`config.mk`:
```
export PLATFORM = sky130hd
export DESIGN_NAME = bcd_display
export DESIGN_NICKNAME = d
export VERILOG_FILES = /design/src/rtl/bcd_display.sv
export SDC_FILE = /design/constraint.sdc
export NUM_CORES = 1
export LEC_CHECK = 0
export ABC_AREA = 0
export CAP_MARGIN = 20
export CORE_UTILIZATION = 54
export CTS_CLUSTER_DIAMETER = 40
export CTS_CLUSTER_SIZE = 25
export DETAILED_ROUTE_END_ITERATION = 12
export PLACE_DENSITY = 0.8
export SLEW_MARGIN = 10
export SYNTH_ARGS = -nofsm -noshare
export SYNTH_HDL_FRONTEND = slang
export SYNTH_SLANG_ARGS = --single-unit
```
`constraint.sdc`:
```
create_clock -name clk -period 2 [get_ports clk]
set_input_delay 0.3 -clock clk [delete_from_list [all_inputs] [get_ports clk]]
set_output_delay 0.3 -clock clk [all_outputs]
set_load 0.02 [all_outputs]
```
`src/rtl/bcd_display.sv`:
```
// Sequential binary-to-BCD converter (shift-and-add-3, one bit per clock)
// driving a bank of active-low seven-segment digits from a held display register.
module bcd_display #(
  parameter int WIDTH       = 6,
  parameter int DIGITS      = 2,
  parameter bit BLANK_ZEROS = 1'b0
) (
  input  logic                  clk,
  input  logic                  rst_n,
  input  logic                  start,
  input  logic [WIDTH-1:0]      in,
  output logic                  busy,
  output logic                  done,
  output logic                  ovf,
  output logic [7*DIGITS-1:0]   hex
);

  localparam int CW = $clog2(WIDTH + 1);
  localparam int AW = 4 * DIGITS;

  localparam logic [0:0] IDLE = 1'b0;
  localparam logic [0:0] CONV = 1'b1;

  logic [0:0]       state_q, state_d;
  logic [WIDTH-1:0] shift_q, shift_d;
  logic [AW-1:0]    acc_q, acc_d;
  logic             flag_q, flag_d;
  logic [CW-1:0]    cnt_q, cnt_d;
  logic [AW-1:0]    disp_q, disp_d;
  logic             ovf_q, ovf_d;
  logic             done_q, done_d;

  logic [AW-1:0]    corr;
  logic [AW-1:0]    acc_next;
  logic [WIDTH-1:0] shift_next;
  logic             carry;

  function automatic logic [6:0] seg_of(input logic [3:0] d);
    case (d)
      4'd0:    seg_of = 7'h40;
      4'd1:    seg_of = 7'h79;
      4'd2:    seg_of = 7'h24;
      4'd3:    seg_of = 7'h30;
      4'd4:    seg_of = 7'h19;
      4'd5:    seg_of = 7'h12;
      4'd6:    seg_of = 7'h02;
      4'd7:    seg_of = 7'h78;
      4'd8:    seg_of = 7'h00;
      4'd9:    seg_of = 7'h10;
      default: seg_of = 7'h7F;
    endcase
  endfunction

  always_comb begin
    state_d = state_q;
    shift_d = shift_q;
    acc_d   = acc_q;
    flag_d  = flag_q;
    cnt_d   = cnt_q;
    disp_d  = disp_q;
    ovf_d   = ovf_q;
    done_d  = 1'b0;

    // Digits are corrected independently; the carry out of the top digit is the overflow bit.
    corr = acc_q;
    for (int k = 0; k < DIGITS; k++) begin
      if (acc_q[4*k +: 4] >= 4'd5) begin
        corr[4*k +: 4] = acc_q[4*k +: 4] + 4'd3;
      end
    end
    {acc_next, shift_next} = {corr[AW-2:0], shift_q, 1'b0};
    carry = corr[AW-1];

    case (state_q)
      IDLE: begin
        if (start) begin
          state_d = CONV;
          shift_d = in;
          acc_d   = '0;
          flag_d  = 1'b0;
          cnt_d   = CW'(WIDTH);
        end
      end
      CONV: begin
        acc_d   = acc_next;
        shift_d = shift_next;
        flag_d  = flag_q | carry;
        cnt_d   = cnt_q - CW'(1);
        if (cnt_q == CW'(1)) begin
          state_d = IDLE;
          disp_d  = acc_next;
          ovf_d   = flag_q | carry;
          done_d  = 1'b1;
        end
      end
      default: state_d = IDLE;
    endcase
  end

  always_ff @(posedge clk or negedge rst_n) begin
    if (!rst_n) begin
      state_q <= IDLE;
      shift_q <= '0;
      acc_q   <= '0;
      flag_q  <= 1'b0;
      cnt_q   <= '0;
      disp_q  <= '0;
      ovf_q   <= 1'b0;
      done_q  <= 1'b0;
    end else begin
      state_q <= state_d;
      shift_q <= shift_d;
      acc_q   <= acc_d;
      flag_q  <= flag_d;
      cnt_q   <= cnt_d;
      disp_q  <= disp_d;
      ovf_q   <= ovf_d;
      done_q  <= done_d;
    end
  end

  logic [3:0] digit;
  logic       nz_above;

  // Walk from the top digit down so blanking knows whether anything higher was nonzero.
  always_comb begin
    hex      = '0;
    digit    = '0;
    nz_above = 1'b0;
    for (int k = DIGITS - 1; k >= 0; k--) begin
      digit    = disp_q[4*k +: 4];
      nz_above = nz_above | (digit != 4'd0);
      if (ovf_q) begin
        hex[7*k +: 7] = 7'h3F;
      end else if (BLANK_ZEROS && (k > 0) && !nz_above) begin
        hex[7*k +: 7] = 7'h7F;
      end else begin
        hex[7*k +: 7] = seg_of(digit);
      end
    end
  end

  assign busy = (state_q == CONV);
  assign done = done_q;
  assign ovf  = ovf_q;

endmodule

```
==> results_dict.tcl <==
set metrics [dict create \
    die-area_um2 3622 \
    coreArea_um2 3128 \
    finalPower_mw 3.448 \
    cp-startpoint "ovf$_DFFE_PN0P_" \
    status "finished clean" \
    start_util 0.5844 \
    first_pass_iters 4 \
    end_kind "primary output" \
    crit_arrival_ns 1.61 \
    final_nets 258 \
    core.rowCount 20 \
    crit_end "ovf" \
    avgSynthCellArea_um2 9.140 \
    syn_nets 225 \
    start_kind "flop" \
    hold_viol_final 0 \
    p_switching_mw 1.549 \
    port_buffers 25 \
    cts.sinks 29 \
    grt_max_degree 31 \
    place.gp.congestion 0.7936 \
    antenna-diode-count 0 \
    io_pins 26 \
    slowest_stage "clkdlybuf4s50_1" \
    drive_above_1_share 0.1838 \
    cellLeakagePower_nw 1.038 \
    syn2layout_area_growth_pct 18.82 \
    grt_pass1_vias 1449 \
    grtUsageTotal 0.2260 \
    grt_overflow 0 \
    cts-root-buf "clkbuf_4" \
    slew_violations 0 \
    final.setup.tns_ns 0 \
    fp.dieW_um 60.18 \
    worstPathMaxFanout 16 \
    power_density_nw_per_um2 1587 \
    r2r_end "disp_q[2]$_DFFE_PN0P_" \
    setup_viol 0 \
    yosysMostFrequentCell "dfrtp_1" \
    period_needed_ns 1.912 \
    ys_types 32 \
    htree_levels 2 \
    internal_power_mw 1.899 \
    synthCells 200 \
    rsz0062_at_grt "false" \
    seqPwrFrac 0.335 \
    worstPathCellList "clkdlybuf4s50_1" \
    cts_tree "built" \
    synth_area_um2 1828 \
    antenna_found_initial 0 \
    path_buf_inv 1 \
    yosysTopAreaCell "dfrtp_1" \
    vias 1483 \
    async_flop_share 1.000 \
    die_y_um 60.18 \
    cts_buffer_depth 2 \
    crit_family "buffers and inverters" \
    ctsHoldBuffers 0 \
    synth_area_leaders "dfrtp_1, ha_1, mux2i_1" \
    slew_headroom 0.7170 \
    fmax_mhz 523.1 \
    cts_made_buffers 5 \
    synth_seq_cells 29 \
    clk_pin_slew_ns 0.08 \
    pwr-share-clk 0.094 \
    crit_type "flop to primary output" \
    synth_common_cells "dfrtp_1, nand2_1, o21ai_0, a21oi_1, ha_1" \
    routed_wl_mm 3.464 \
    synth_edf_count 0 \
    tightest_slew_ns 0.4245 \
    ys.flop_type "dfrtp_1" \
    fin_skew_ns 0.004329 \
    vias_per_cell 5.335 \
    slowest_delay_ns 0.68 \
    place_hpwl_mm 2.584 \
    drtIter0Drc 103 \
    routedWlPerCell_um 12.46 \
    drc 0 \
    ys_seq_area_frac 0.3970 \
    drv_cap 0 \
    clk_latency_ns 0.32 \
    power_frac_comb 0.571 \
    synth.top_cell.area_share 0.3970 \
    rr_worst_depth 6 \
    reg2reg_from "acc_q[0]$_DFFE_PN0P_" \
    grt_pass1_wl_mm 5.982 \
    fillCellCount 257 \
    crit_cells 1 \
    ir_drop_mv 0.8106 \
    timing.reg2reg.setup_slack_ns 0.29 \
    yosys_warnings 0 \
    switching_share 0.4492 \
    cp.required_ns 1.70 \
    holdCritPathClass "primary input to async pin" \
    finalCritPeriodShare 0.9558 \
    postRouteAntennaNets 0 \
]
==> sequential cells by signal, indices dropped and copies added, names as in the netlist <==
register / flops
acc_q: 8
busy: 1
cnt_q: 3
disp_q: 8
done: 1
flag_q: 1
ovf: 1
shift_q: 6
==> kinds of logic after synthesis <==
family / count (synthesis) / share of synthesized area
simple gates: 64 / 0.1739
compound gates: 51 / 0.1698
flops: 29 / 0.3970
buf+inv: 22 / 0.04859
fa+ha+maj: 16 / 0.1095
mux: 15 / 0.08693
xor+xnor: 3 / 0.01438
==> worst min path at each step <==
stage                        endpoint                   start  slack [ns]
6_report        disp_q[3]$_DFFE_PN0P_                   rst_n        0.35
5_1_grt        shift_q[1]$_DFFE_PN0P_                   rst_n        0.36
4_1_cts        shift_q[0]$_DFFE_PN0P_                   rst_n        0.36
3_5_place_dp   shift_q[4]$_DFFE_PN0P_  shift_q[3]$_DFFE_PN0P_        0.49
3_3_place_gp   shift_q[1]$_DFFE_PN0P_  shift_q[0]$_DFFE_PN0P_        0.46
2_1_floorplan    acc_q[0]$_DFFE_PN0P_                   rst_n       0.004
==> through the flow <==
step | util | hold slack [ns] | area [um^2] | setup slack, ns | std cells
2_1_floorplan | - | 0.004409 | 1828 | 0.4302 | 200
3_3_place_gp | 0.6812 | 0.4638 | 2131 | 0.08961 | 265
3_5_place_dp | 0.6812 | 0.4912 | 2131 | 0.02459 | 265
4_1_cts | 0.7076 | 0.3554 | 2213 | 0.003944 | 278
5_1_grt | 0.6944 | 0.3597 | 2172 | 0.0006664 | 278
6_report | 0.6944 | 0.3450 | 2172 | 0.08850 | 278
==> cells in the final DEF, fill, tap and decap left out, types with 2 or more instances in the layout <==
cell type        instances
nor2b_1                  3
clkbuf_1                 3
a21oi_1                 15
mux2i_1                 11
buf_4                   10
nor3b_1                  4
nor3_1                   6
clkbuf_4                 5
clkbuf_2                10
a21o_1                   5
o21ai_0                 15
a22o_1                   2
nor2_1                   8
o21bai_1                 5
nand2b_1                13
nand2_1                 24
dfrtp_2                  2
dfrtp_1                 27
o21ai_1                  3
mux2_2                   3
inv_2                    3
inv_1                   10
xnor2_1                  3
clkdlybuf4s50_1         11
buf_2                    2
ha_1                    16
==> layer usage <==
layer,vias to the layer above,part of all wire,track usage
met3,8,0.046,0.06061
met5,-,0,0
li1,738,-,-
met4,0,0.020,0.08970
met2,44,0.52,0.4364
met1,693,0.42,0.2227
==> power by group through the flow <==
stage / Clock (mW) / Combinational, mW / Sequential [mW]
2_1_floorplan: 0 / 1.45 / 1.08
3_3_place_gp: 0 / 1.86 / 1.13
3_5_place_dp: 0 / 1.96 / 1.16
4_1_cts: 0.330 / 1.98 / 1.14
5_1_grt: 0.358 / 2.20 / 1.20
6_report: 0.323 / 1.97 / 1.15
==> final cells by class <==
class | count | area (um^2) | share of cell area
well taps | 44 | 55.05 | 0.02535
flip-flops and latches | 29 | 728.2 | 0.3353
inverters | 13 | 48.80 | 0.02247
multi-input cells | 149 | 1027 | 0.4729
clock buffers | 8 | 48.80 | 0.02247
repair buffers | 35 | 264.0 | 0.1215
==> timing repair <==
item                       4_1_cts  5_1_grt
setup endpoints to repair       14       14
pin swaps                        0        0
buffers inserted                 5        0
resized for setup               26       26
==> worst register-to-register path, delay by kind of cell, from the launching register on <==
kind	cells	cell delay, ns
buffers and inverters	1	0.13
flip-flops	1	0.40
AND/OR/NAND/NOR	1	0.09
multiplexers	1	0.39
adder cells (fa/ha/maj)	1	0.23
AO/OA/AOI/OAI	2	0.39
(Power assumes the default switching activity.)
